File: src/rtl/lif_layer.sv
`default_nettype none
// ============================================================================
//  Module      : lif_layer
//  Description : N_CH-channel leaky integrate-and-fire layer. Each channel
//                decays its membrane state by beta, adds its input current
//                with saturation, fires against a shared threshold and then
//                sits out a programmable number of refractory steps.
//                Everything advances only on the 'step' strobe.
//  Revision    : 1.0 - initial release
// ============================================================================
module lif_layer #(
    parameter int N_CH     = 4,
    parameter int W        = 8,
    parameter int BETA_W   = 8,
    parameter int REFRAC_W = 4
) (
    input  logic                clk,
    input  logic                reset,
    input  logic                step,
    input  logic [N_CH*W-1:0]   current,
    input  logic [BETA_W-1:0]   beta,
    input  logic [W-1:0]        threshold,
    input  logic [REFRAC_W-1:0] refrac_cycles,
    input  logic                reset_mode,
    output logic [N_CH*W-1:0]   state,
    output logic [N_CH-1:0]     spike,
    output logic                any_spike,
    output logic [N_CH-1:0]     sat
);

    localparam logic [W-1:0]        c_state_max = '1;
    localparam logic [REFRAC_W-1:0] c_rc_one    = REFRAC_W'(1);

    // Registered per-channel state
    logic [W-1:0]        r_state [N_CH];
    logic [REFRAC_W-1:0] r_rc    [N_CH];
    logic [N_CH-1:0]     r_spike;
    logic [N_CH-1:0]     r_sat;
    logic                r_any_spike;

    // Next-state values, valid whenever step=1
    logic [W-1:0]        w_state_nxt [N_CH];
    logic [REFRAC_W-1:0] w_rc_nxt    [N_CH];
    logic [N_CH-1:0]     w_fire;
    logic [N_CH-1:0]     w_sat_nxt;

    for (genvar i = 0; i < N_CH; i++) begin : g_ch
        logic [W+BETA_W-1:0] w_prod;
        logic [W-1:0]        w_leak;
        logic [W:0]          w_sum;
        logic [W-1:0]        w_sum_sat;
        logic                w_refrac;
        logic                w_ovf;

        // Full-width product; the top W bits are the decayed state and can
        // never exceed the current state because beta < 2^BETA_W.
        assign w_prod    = {{BETA_W{1'b0}}, r_state[i]} * {{W{1'b0}}, beta};
        assign w_leak    = w_prod[W+BETA_W-1:BETA_W];
        assign w_refrac  = (r_rc[i] != '0);

        // One extra bit catches the overflow that drives the sticky sat flag
        assign w_sum     = {1'b0, w_leak} + {1'b0, current[i*W +: W]};
        assign w_ovf     = w_sum[W];
        assign w_sum_sat = w_ovf ? c_state_max : w_sum[W-1:0];

        // A refractory channel only leaks; its current is ignored entirely
        assign w_fire[i] = !w_refrac && (threshold != '0) && (w_sum_sat >= threshold);

        assign w_state_nxt[i] = w_refrac  ? w_leak :
                                w_fire[i] ? (reset_mode ? (w_sum_sat - threshold) : '0) :
                                            w_sum_sat;

        // Counter is loaded only on a fire, so a config change mid-count has no effect
        assign w_rc_nxt[i]    = w_refrac  ? (r_rc[i] - c_rc_one) :
                                w_fire[i] ? refrac_cycles : '0;

        assign w_sat_nxt[i]   = r_sat[i] | (!w_refrac & w_ovf);

        assign state[i*W +: W] = r_state[i];
    end : g_ch

    // Advance all channels on step; otherwise hold state and drop the spike pulse
    always_ff @(posedge clk or posedge reset) begin
        if (reset) begin
            for (int k = 0; k < N_CH; k++) begin
                r_state[k] <= '0;
                r_rc[k]    <= '0;
            end
            r_spike     <= '0;
            r_sat       <= '0;
            r_any_spike <= 1'b0;
        end else if (step) begin
            for (int k = 0; k < N_CH; k++) begin
                r_state[k] <= w_state_nxt[k];
                r_rc[k]    <= w_rc_nxt[k];
            end
            r_spike     <= w_fire;
            r_sat       <= w_sat_nxt;
            r_any_spike <= |w_fire;
        end else begin
            r_spike     <= '0;
            r_any_spike <= 1'b0;
        end
    end

    assign spike     = r_spike;
    assign any_spike = r_any_spike;
    assign sat       = r_sat;

endmodule : lif_layer
`default_nettype wire

File: config.mk
export PLATFORM = sky130hd
export DESIGN_NAME = lif_layer
export DESIGN_NICKNAME = d
export VERILOG_FILES = /design/src/rtl/lif_layer.sv
export SDC_FILE = /design/constraint.sdc
export NUM_CORES = 1
export LEC_CHECK = 0
export BUFFER_PORTS_ARGS = -buffer_cell sky130_fd_sc_hd__buf_2
export CAP_MARGIN = 10
export CORE_MARGIN = 3
export CORE_UTILIZATION = 40
export CTS_CLUSTER_SIZE = 16
export DETAILED_ROUTE_END_ITERATION = 6
export PLACE_DENSITY = 0.61
export RECOVER_POWER = 50
export SLEW_MARGIN = 20
export SYNTH_ARGS = -nofsm -noshare
export SYNTH_HDL_FRONTEND = slang
export SYNTH_SLANG_ARGS = --single-unit
File: constraint.sdc
create_clock -name clk -period 8.66 [get_ports clk]
set_input_delay 1.732 -clock clk [delete_from_list [all_inputs] [get_ports clk]]
set_output_delay 1.732 -clock clk [all_outputs]
set_load 0.005 [all_outputs]
# After elaboration in Yosys (flattened, before gate mapping)
# Cells that the tools add are included.
# totals
word_cells,83
inputBits,56
register_bits,57
out_inout_bits,41
# op_classes
n_lt_le_gt_ge,4
bitwise_logic,8
n_mux,26
n_mul,4
reduce_logical,18
addsub,12
# ops
cell,count
$mux W8,16
$mul A8 B8 Y16,4
$add A8 B8 Y9,4
$mux W4,9
$ge A8 B8 Y1,4
$sub A8 B8 Y8,4
$reduce_bool A4 Y1,4
$sub A4 B1 Y4 const B,4
$logic_and A1 B1 Y1,8
$reduce_bool A8 Y1,1
$and A1 B1 Y1,4
$logic_not A1 Y1,4
$or A1 B1 Y1,4
$reduce_or A4 Y1,1
$mux W1,1

# Depth between registers and ports, before layout
# Gate-level depths: netlist of the first run.
# logic_depth
depth_word,7
mapped_depth,33

# Least setup slack after synthesis of the first run
# OpenSTA, ideal clock, no wires.
# synth_timing
path_type,input -> register
start,input beta[2]
end,register r_state (netlist bit state[29])
path_stages,31
path_buffers,2
arrival_ns,8.311
required_time_ns,8.534
setup_time_ns,0.126
setup_slack_ns,0.223
cell_sequence,clkbuf_1 -> and2_1 -> fa_1 -> fa_1 -> inv_1 -> fa_1 -> fa_1 -> inv_1 -> ha_1 -> a2111oi_0 -> o21ai_0 -> nand2_1 -> o21ai_0 -> o22ai_1 -> xnor2_1 -> ha_1 -> o21ai_0 -> o21bai_1 -> a21oi_1 -> o21ai_0 -> nor2_1 -> ha_1 -> fa_1 -> nor2b_1 -> o21a_1 -> o31ai_1 -> a21oi_1 -> clkbuf_1 -> o21bai_1 -> a21oi_1 -> a221o_1
# synth_between
elab_chain_len,7
word_cells_on_any_way,9
cone_classes,2 x add/sub; 1 x mul; 1 x order compare; 4 x mux; 1 x reduce/logical
# synth_lines
element,line,source
start: declaration,21,"input logic [BETA_W-1:0] beta,"
$mul A8 B8 Y16 (*),57,"assign w_prod = {{BETA_W{1'b0}}, r_state[i]} * {{W{1'b0}}, beta};"
$add A8 B8 Y9,62,"assign w_sum = {1'b0, w_leak} + {1'b0, current[i*W +: W]};"
$mux W8,64,assign w_sum_sat = w_ovf ? c_state_max : w_sum[W-1:0];
$sub A8 B8 Y8 or $ge A8 B8 Y1 (tied branches),"70, 67",
$mux W8 or $logic_and A1 B1 Y1 (tied branches),"70, 67",
$mux W8,70,w_fire[i] ? (reset_mode ? (w_sum_sat - threshold) : '0) :
$mux W8 (*),69,assign w_state_nxt[i] = w_refrac ? w_leak :
end signal: indexed assignment,94,r_state[k] <= w_state_nxt[k];
end: declaration,35,logic [W-1:0] r_state [N_CH];
# Every way passes the cells marked *; elsewhere a longest branch is shown, timed or not.
# A chain may end at the register's enable or synchronous reset.

# Worst setup path in the final report of the first run
# layout_timing
start,input beta[3]
end,register r_state (netlist bit state[12])
# Same word-level chain as after synthesis.

==> results of run 1 <==
-- sequential cells by signal, indices dropped and copies added, names as in the netlist --
signal     cells
state         32
r_rc          16
sat            4
spike          4
any_spike      1
-- synthesized netlist by cell type, drive strengths merged, types with 19 or more instances --
| library cell | count |
|---|---|
| a21o | 29 |
| a21oi | 72 |
| and2 | 218 |
| clkbuf | 40 |
| dfrtp | 57 |
| fa | 148 |
| ha | 203 |
| inv | 224 |
| nand2 | 88 |
| nor2 | 86 |
| nor3 | 28 |
| o21ai | 53 |
| xnor2 | 44 |
| xor2 | 19 |
-- what timing repair did --
action | 4_1_cts | 5_1_grt
resized for setup | 1 | 109
setup endpoints to repair | 1 | 50
pin swaps | 1 | 45
hold endpoints to repair | 0 | 0
setup buffers | 1 | 18
cloned | 0 | 2
-- cells by family after synthesis --
logic type      count (synthesis)  share of synthesized area, %
compound gates                288                         14.67
xor+xnor                       63                         4.066
fa+ha+maj                     351                         40.55
buf+inv                       268                         7.440
flops                          57                         10.51
mux                            12                        0.9495
simple gates                  538                         21.82
-- worst register-to-register path, delay by kind of cell (launching register included) --
family          cells  cell delay [ps]
flops               1              580
simple gates        5              690
xor+xnor            1              220
mux                 1              330
buf+inv             7              700
fa+ha+maj           8             3200
compound gates      8             1520
-- worst paths after layout --
path	cells after the start	from	endpoint	slack, ps
setup / recovery	31	beta[3]	state[12]	260
hold / removal	1	sat[2]	sat[2]	470
setup reg to reg	30	state[20]	state[22]	1340
hold reg to reg	1	sat[2]	sat[2]	470
max in group asynchronous	3	reset	state[1]	3990
min in group asynchronous	3	reset	state[12]	2730
-- metrics by stage --
stage	area (µm²)	hold slack, ps
2_1_floorplan	13570	451.0
5_1_grt	16960	485.3
6_report	16960	468.6
3_3_place_gp	16020	439.2
4_1_cts	16350	463.0
3_5_place_dp	16020	443.4
-- metal layers --
layer | track usage, % | up-vias
li1 | - | 5871
met1 | 31.65 | 5886
met2 | 35.50 | 232
met3 | 2.045 | 34
met4 | 3.641 | 0
met5 | 0 | -
-- cell type report --
type / instances / area [µm²] / share of cell area (%)
multi-input combinational: 1253 / 11600 / 68.41
timing repair buffer: 317 / 2217 / 13.07
sequential: 57 / 1426 / 8.411
inverter: 225 / 844.6 / 4.980
tap: 442 / 553.0 / 3.261
clock buffer: 13 / 280.3 / 1.653
clock inverter: 2 / 35.03 / 0.2066
==> results.sh, run 1 <==
export IMPL_ant_nets=0
export IMPL_yosysTopAreaCell="fa_1"
export IMPL_synth_edf_count=0
export IMPL_grt_max_degree=58
export IMPL_die_area_um2=36180
export IMPL_maxUsedRoutingLayer="met4"
export IMPL_firstDrtPassIters=4
export IMPL_area_growth_pct=24.95
export IMPL_status="finished with violations"
export IMPL_path_class="in2reg"
export IMPL_coreArea_um2=32950
export IMPL_yosysSeqAreaShare_pct=10.51
export IMPL_rows=66
export IMPL_start_kind="input pin"
export IMPL_drt_iter0_markers=717
export IMPL_place_ws_ps=-355.0
export IMPL_syn_cell_area_um2=13570
export IMPL_cts_hold_buffers=0
export IMPL_yosys_warnings=0
export IMPL_synth_top_area_share_pct=21.83
export IMPL_grt_pass1_vias=12244
export IMPL_wirelength_um=39080
export IMPL_path_buf_inv=8
export IMPL_worst_slack_ps=260.5
export IMPL_cts_made_buffers=9
export IMPL_hold_path_class="reg2reg"
export IMPL_die_w_um=190.2
export IMPL_gp_congestion=0.8962
export IMPL_synth_flop_cell="dfrtp_1"
export IMPL_met2_length_um=18310
export IMPL_antenna_cells=0
export IMPL_grt_use_total_pct=21.67
export IMPL_worstPathRequired_ps=8880
export IMPL_cap_violations=1
export IMPL_cts_buffer_depth=2
export IMPL_max_freq_mhz=119.1
export IMPL_grt_pass1_wl_um=63410
export IMPL_violations="capacitance limit, slew limit"
export IMPL_fill_cells=3161
export IMPL_synth_area_per_cell_um2=8.606
export IMPL_worstSkewPairLatency_ps=330
export IMPL_max_slew_margin_pct=-130.2
export IMPL_ctsHtreeMaxLevel=3
export IMPL_via_count=12023
export IMPL_placedCellCount=2274
export IMPL_clkTransAtPathRegs_ps=60
export IMPL_wl_met3_um=1289
export IMPL_slew_violations=58
export IMPL_mostFrequentLayoutCell="inv_1"
export IMPL_cts_tree="built"
export IMPL_tightest_slew_ps=3453
export IMPL_antenna_found_initial=0
export IMPL_final_cell_mix="inv_1, and2_1, buf_4, ha_1, fa_1"
export IMPL_fin_crit_ps=8399
export IMPL_remaining_drc_errors=0
export IMPL_setup_viol=0
export IMPL_syn_num_nets=1984
export IMPL_clock_sinks=57
export IMPL_path_delay_family="adder cells"
export IMPL_portBuffers=96
export IMPL_critPathSlowestCell="fa_1"
export IMPL_met1Wirelength_um=18920
export IMPL_period_share_pct=96.99
export IMPL_critPathCaptureType="flop"
export IMPL_hold_viol_final=0
export IMPL_fin_setup_tns_ps=0
export IMPL_netlist_top_cells_area="fa_1, ha_1, dfrtp_1"
export IMPL_synth_async_reset_ratio_pct=100.0
export IMPL_syn_inst=1577
export IMPL_start_util_pct=41.19
export IMPL_crit_path_frequent_cell="buf_4"
export IMPL_fin_skew_ps=6.103
export IMPL_cts_root_buf="clkbuf_16"
export IMPL_postLayoutCoreUtil_pct=51.47
export IMPL_arrival_ps=8620
export IMPL_drive_gt1_share_pct=23.03
export IMPL_critPathMaxStageDelay_ps=510
export IMPL_wl_per_cell_um=16.92
export IMPL_post_synth_num_cell_types=77
export IMPL_fin_nets=2270
export IMPL_postSynthRegisterBits=57
export IMPL_globalRouteOverflowTotal=0
export IMPL_post_dp_hpwl_um=31920
export IMPL_crit_path_max_fanout=10
export IMPL_routed_via_density=5.207
export IMPL_fp_dieH_um=190.2
export IMPL_stdcell_count=2309
export IMPL_ioPinCount=97
Power of run 1 is not shown: default switching activity piles up to over one toggle a cycle in this logic, so the estimate is an artifact.
==> run 2, diff against run 1 <==
Settings changed: CORE_UTILIZATION 40 to 60, PLACE_DENSITY 0.61 to 0.83.
==> run 2 against run 1 <==
Effect of this change:
- the flow still finishes with violations (capacitance limit, slew limit)
- core utilization increased by 23 points
- final area shrank 3.3%
- via count grew 6.9%
- hold slack got worse by 4.3 ps
- worst setup slack got worse by 140 ps
- routed wire length rose by 0.81%
==> results.sh, run 2 (synthesis gave the netlist of run 1 again) <==
export IMPL_postLayoutCoreUtil_pct=74.45
export IMPL_coreArea_um2=22030
export IMPL_slew_violations=58
export IMPL_ioPinCount=97
export IMPL_start_kind="input pin"
export IMPL_arrival_ps=8750
export IMPL_fp_dieH_um=156.4
export IMPL_crit_path_frequent_cell="fa_1"
export IMPL_area_growth_pct=20.83
export IMPL_mostFrequentLayoutCell="inv_1"
export IMPL_portBuffers=96
export IMPL_drt_iter0_markers=1250
export IMPL_grt_pass1_wl_um=61490
export IMPL_routed_via_density=6.099
export IMPL_wirelength_um=39400
export IMPL_max_slew_margin_pct=-126.0
export IMPL_antenna_cells=0
export IMPL_fin_skew_ps=6.331
export IMPL_fin_crit_ps=8544
export IMPL_status="finished with violations"
export IMPL_max_freq_mhz=117.0
export IMPL_wl_per_cell_um=18.70
export IMPL_globalRouteOverflowTotal=0
export IMPL_hold_viol_final=0
export IMPL_final_cell_mix="inv_1, and2_1, ha_1, buf_4, fa_1"
export IMPL_ctsHtreeMaxLevel=3
export IMPL_largest_reg_flops=32
export IMPL_critPathCaptureType="flop"
export IMPL_worstPathRequired_ps=8870
export IMPL_die_w_um=156.4
export IMPL_clock_sinks=57
export IMPL_critPathMaxStageDelay_ps=550
export IMPL_die_area_um2=24460
export IMPL_critPathSlowestCell="fa_1"
export IMPL_ant_nets=0
export IMPL_drive_gt1_share_pct=20.74
export IMPL_start_util_pct=61.62
export IMPL_grt_max_degree=58
export IMPL_gp_congestion=0.9458
export IMPL_worstSkewPairLatency_ps=340
export IMPL_tightest_slew_ps=3390
export IMPL_rows=54
export IMPL_clkTransAtPathRegs_ps=50
export IMPL_cap_violations=1
export IMPL_post_dp_hpwl_um=29930
export IMPL_violations="capacitance limit, slew limit"
export IMPL_remaining_drc_errors=0
export IMPL_via_count=12851
export IMPL_firstDrtPassIters=5
export IMPL_hold_path_class="reg2reg"
export IMPL_setup_viol=0
export IMPL_cts_buffer_depth=2
export IMPL_crit_path_max_fanout=8
export IMPL_fin_nets=2229
export IMPL_cts_tree="built"
export IMPL_cts_root_buf="clkbuf_16"
export IMPL_cts_made_buffers=9
export IMPL_antenna_found_initial=0
export IMPL_grt_use_total_pct=30.71
export IMPL_path_class="in2reg"
export IMPL_period_share_pct=98.66
export IMPL_cts_hold_buffers=0
export IMPL_grt_pass1_vias=12973
[run 2: routing by layer]
layer	vias up	track usage [%]	part of all wire, %
li1	5784	-	-
met1	6314	41.51	40
met2	637	51.69	49
met3	116	3.485	8.0
met4	0	10.13	3.2
met5	-	0	0
[run 2: worst max-delay path, delay by kind of cell]
kind | cells | cell delay (ps)
AO/OA/AOI/OAI | 13 | 2400
XOR/XNOR | 1 | 240
adder cells (fa/ha/maj) | 7 | 2880
buffers and inverters | 7 | 810
AND/OR/NAND/NOR | 4 | 670
[run 2: worst paths after layout]
kind	startpoint	end	slack, ps	cells past startpoint
worst max register to register	state[12]	state[8]	1170	30
max in group asynchronous	reset	r_rc[11]	4050	3
min in group asynchronous	reset	state[14]	2680	3
worst min register to register	sat[3]	sat[3]	460	1
worst max-delay path	beta[3]	state[8]	120	32
worst min-delay path	sat[3]	sat[3]	460	1
[run 2: through the flow]
| step | setup slack [ps] | instance area [µm²] | setup TNS [ps] | hold WS (ps) | cells |
|---|---|---|---|---|---|
| 3_3_place_gp | -91.54 | 15480 | -386.3 | 446.9 | 2070 |
| 3_5_place_dp | -383.9 | 15480 | -7156 | 454.9 | 2070 |
| 4_1_cts | 7.977 | 15820 | 0 | 466.9 | 2086 |
| 5_1_grt | -118.5 | 16400 | -561.0 | 485.7 | 2107 |
| 6_report | 115.7 | 16400 | 0 | 464.3 | 2107 |
| 2_1_floorplan | 223.0 | 13570 | 0 | 451.0 | 1577 |
[run 2: repair_timing]
| action | CTS | global route |
|---|---|---|
| setup buffers | 0 | 19 |
| gates resized for setup | 5 | 92 |
| setup endpoints to repair | 6 | 52 |
| cloned | 0 | 2 |
| pin swaps | 1 | 39 |
[run 2: area by class of cell]
cell class | count | area, µm²
inverter | 225 | 844.6
timing repair buffer | 277 | 1893
multi-input combinational | 1252 | 11560
tap | 280 | 350.3
fill | 1447 | 5628
clock inverter | 2 | 60.06
clock buffer | 14 | 264.0
sequential | 57 | 1426
Power of run 2 is left out for the same reason.
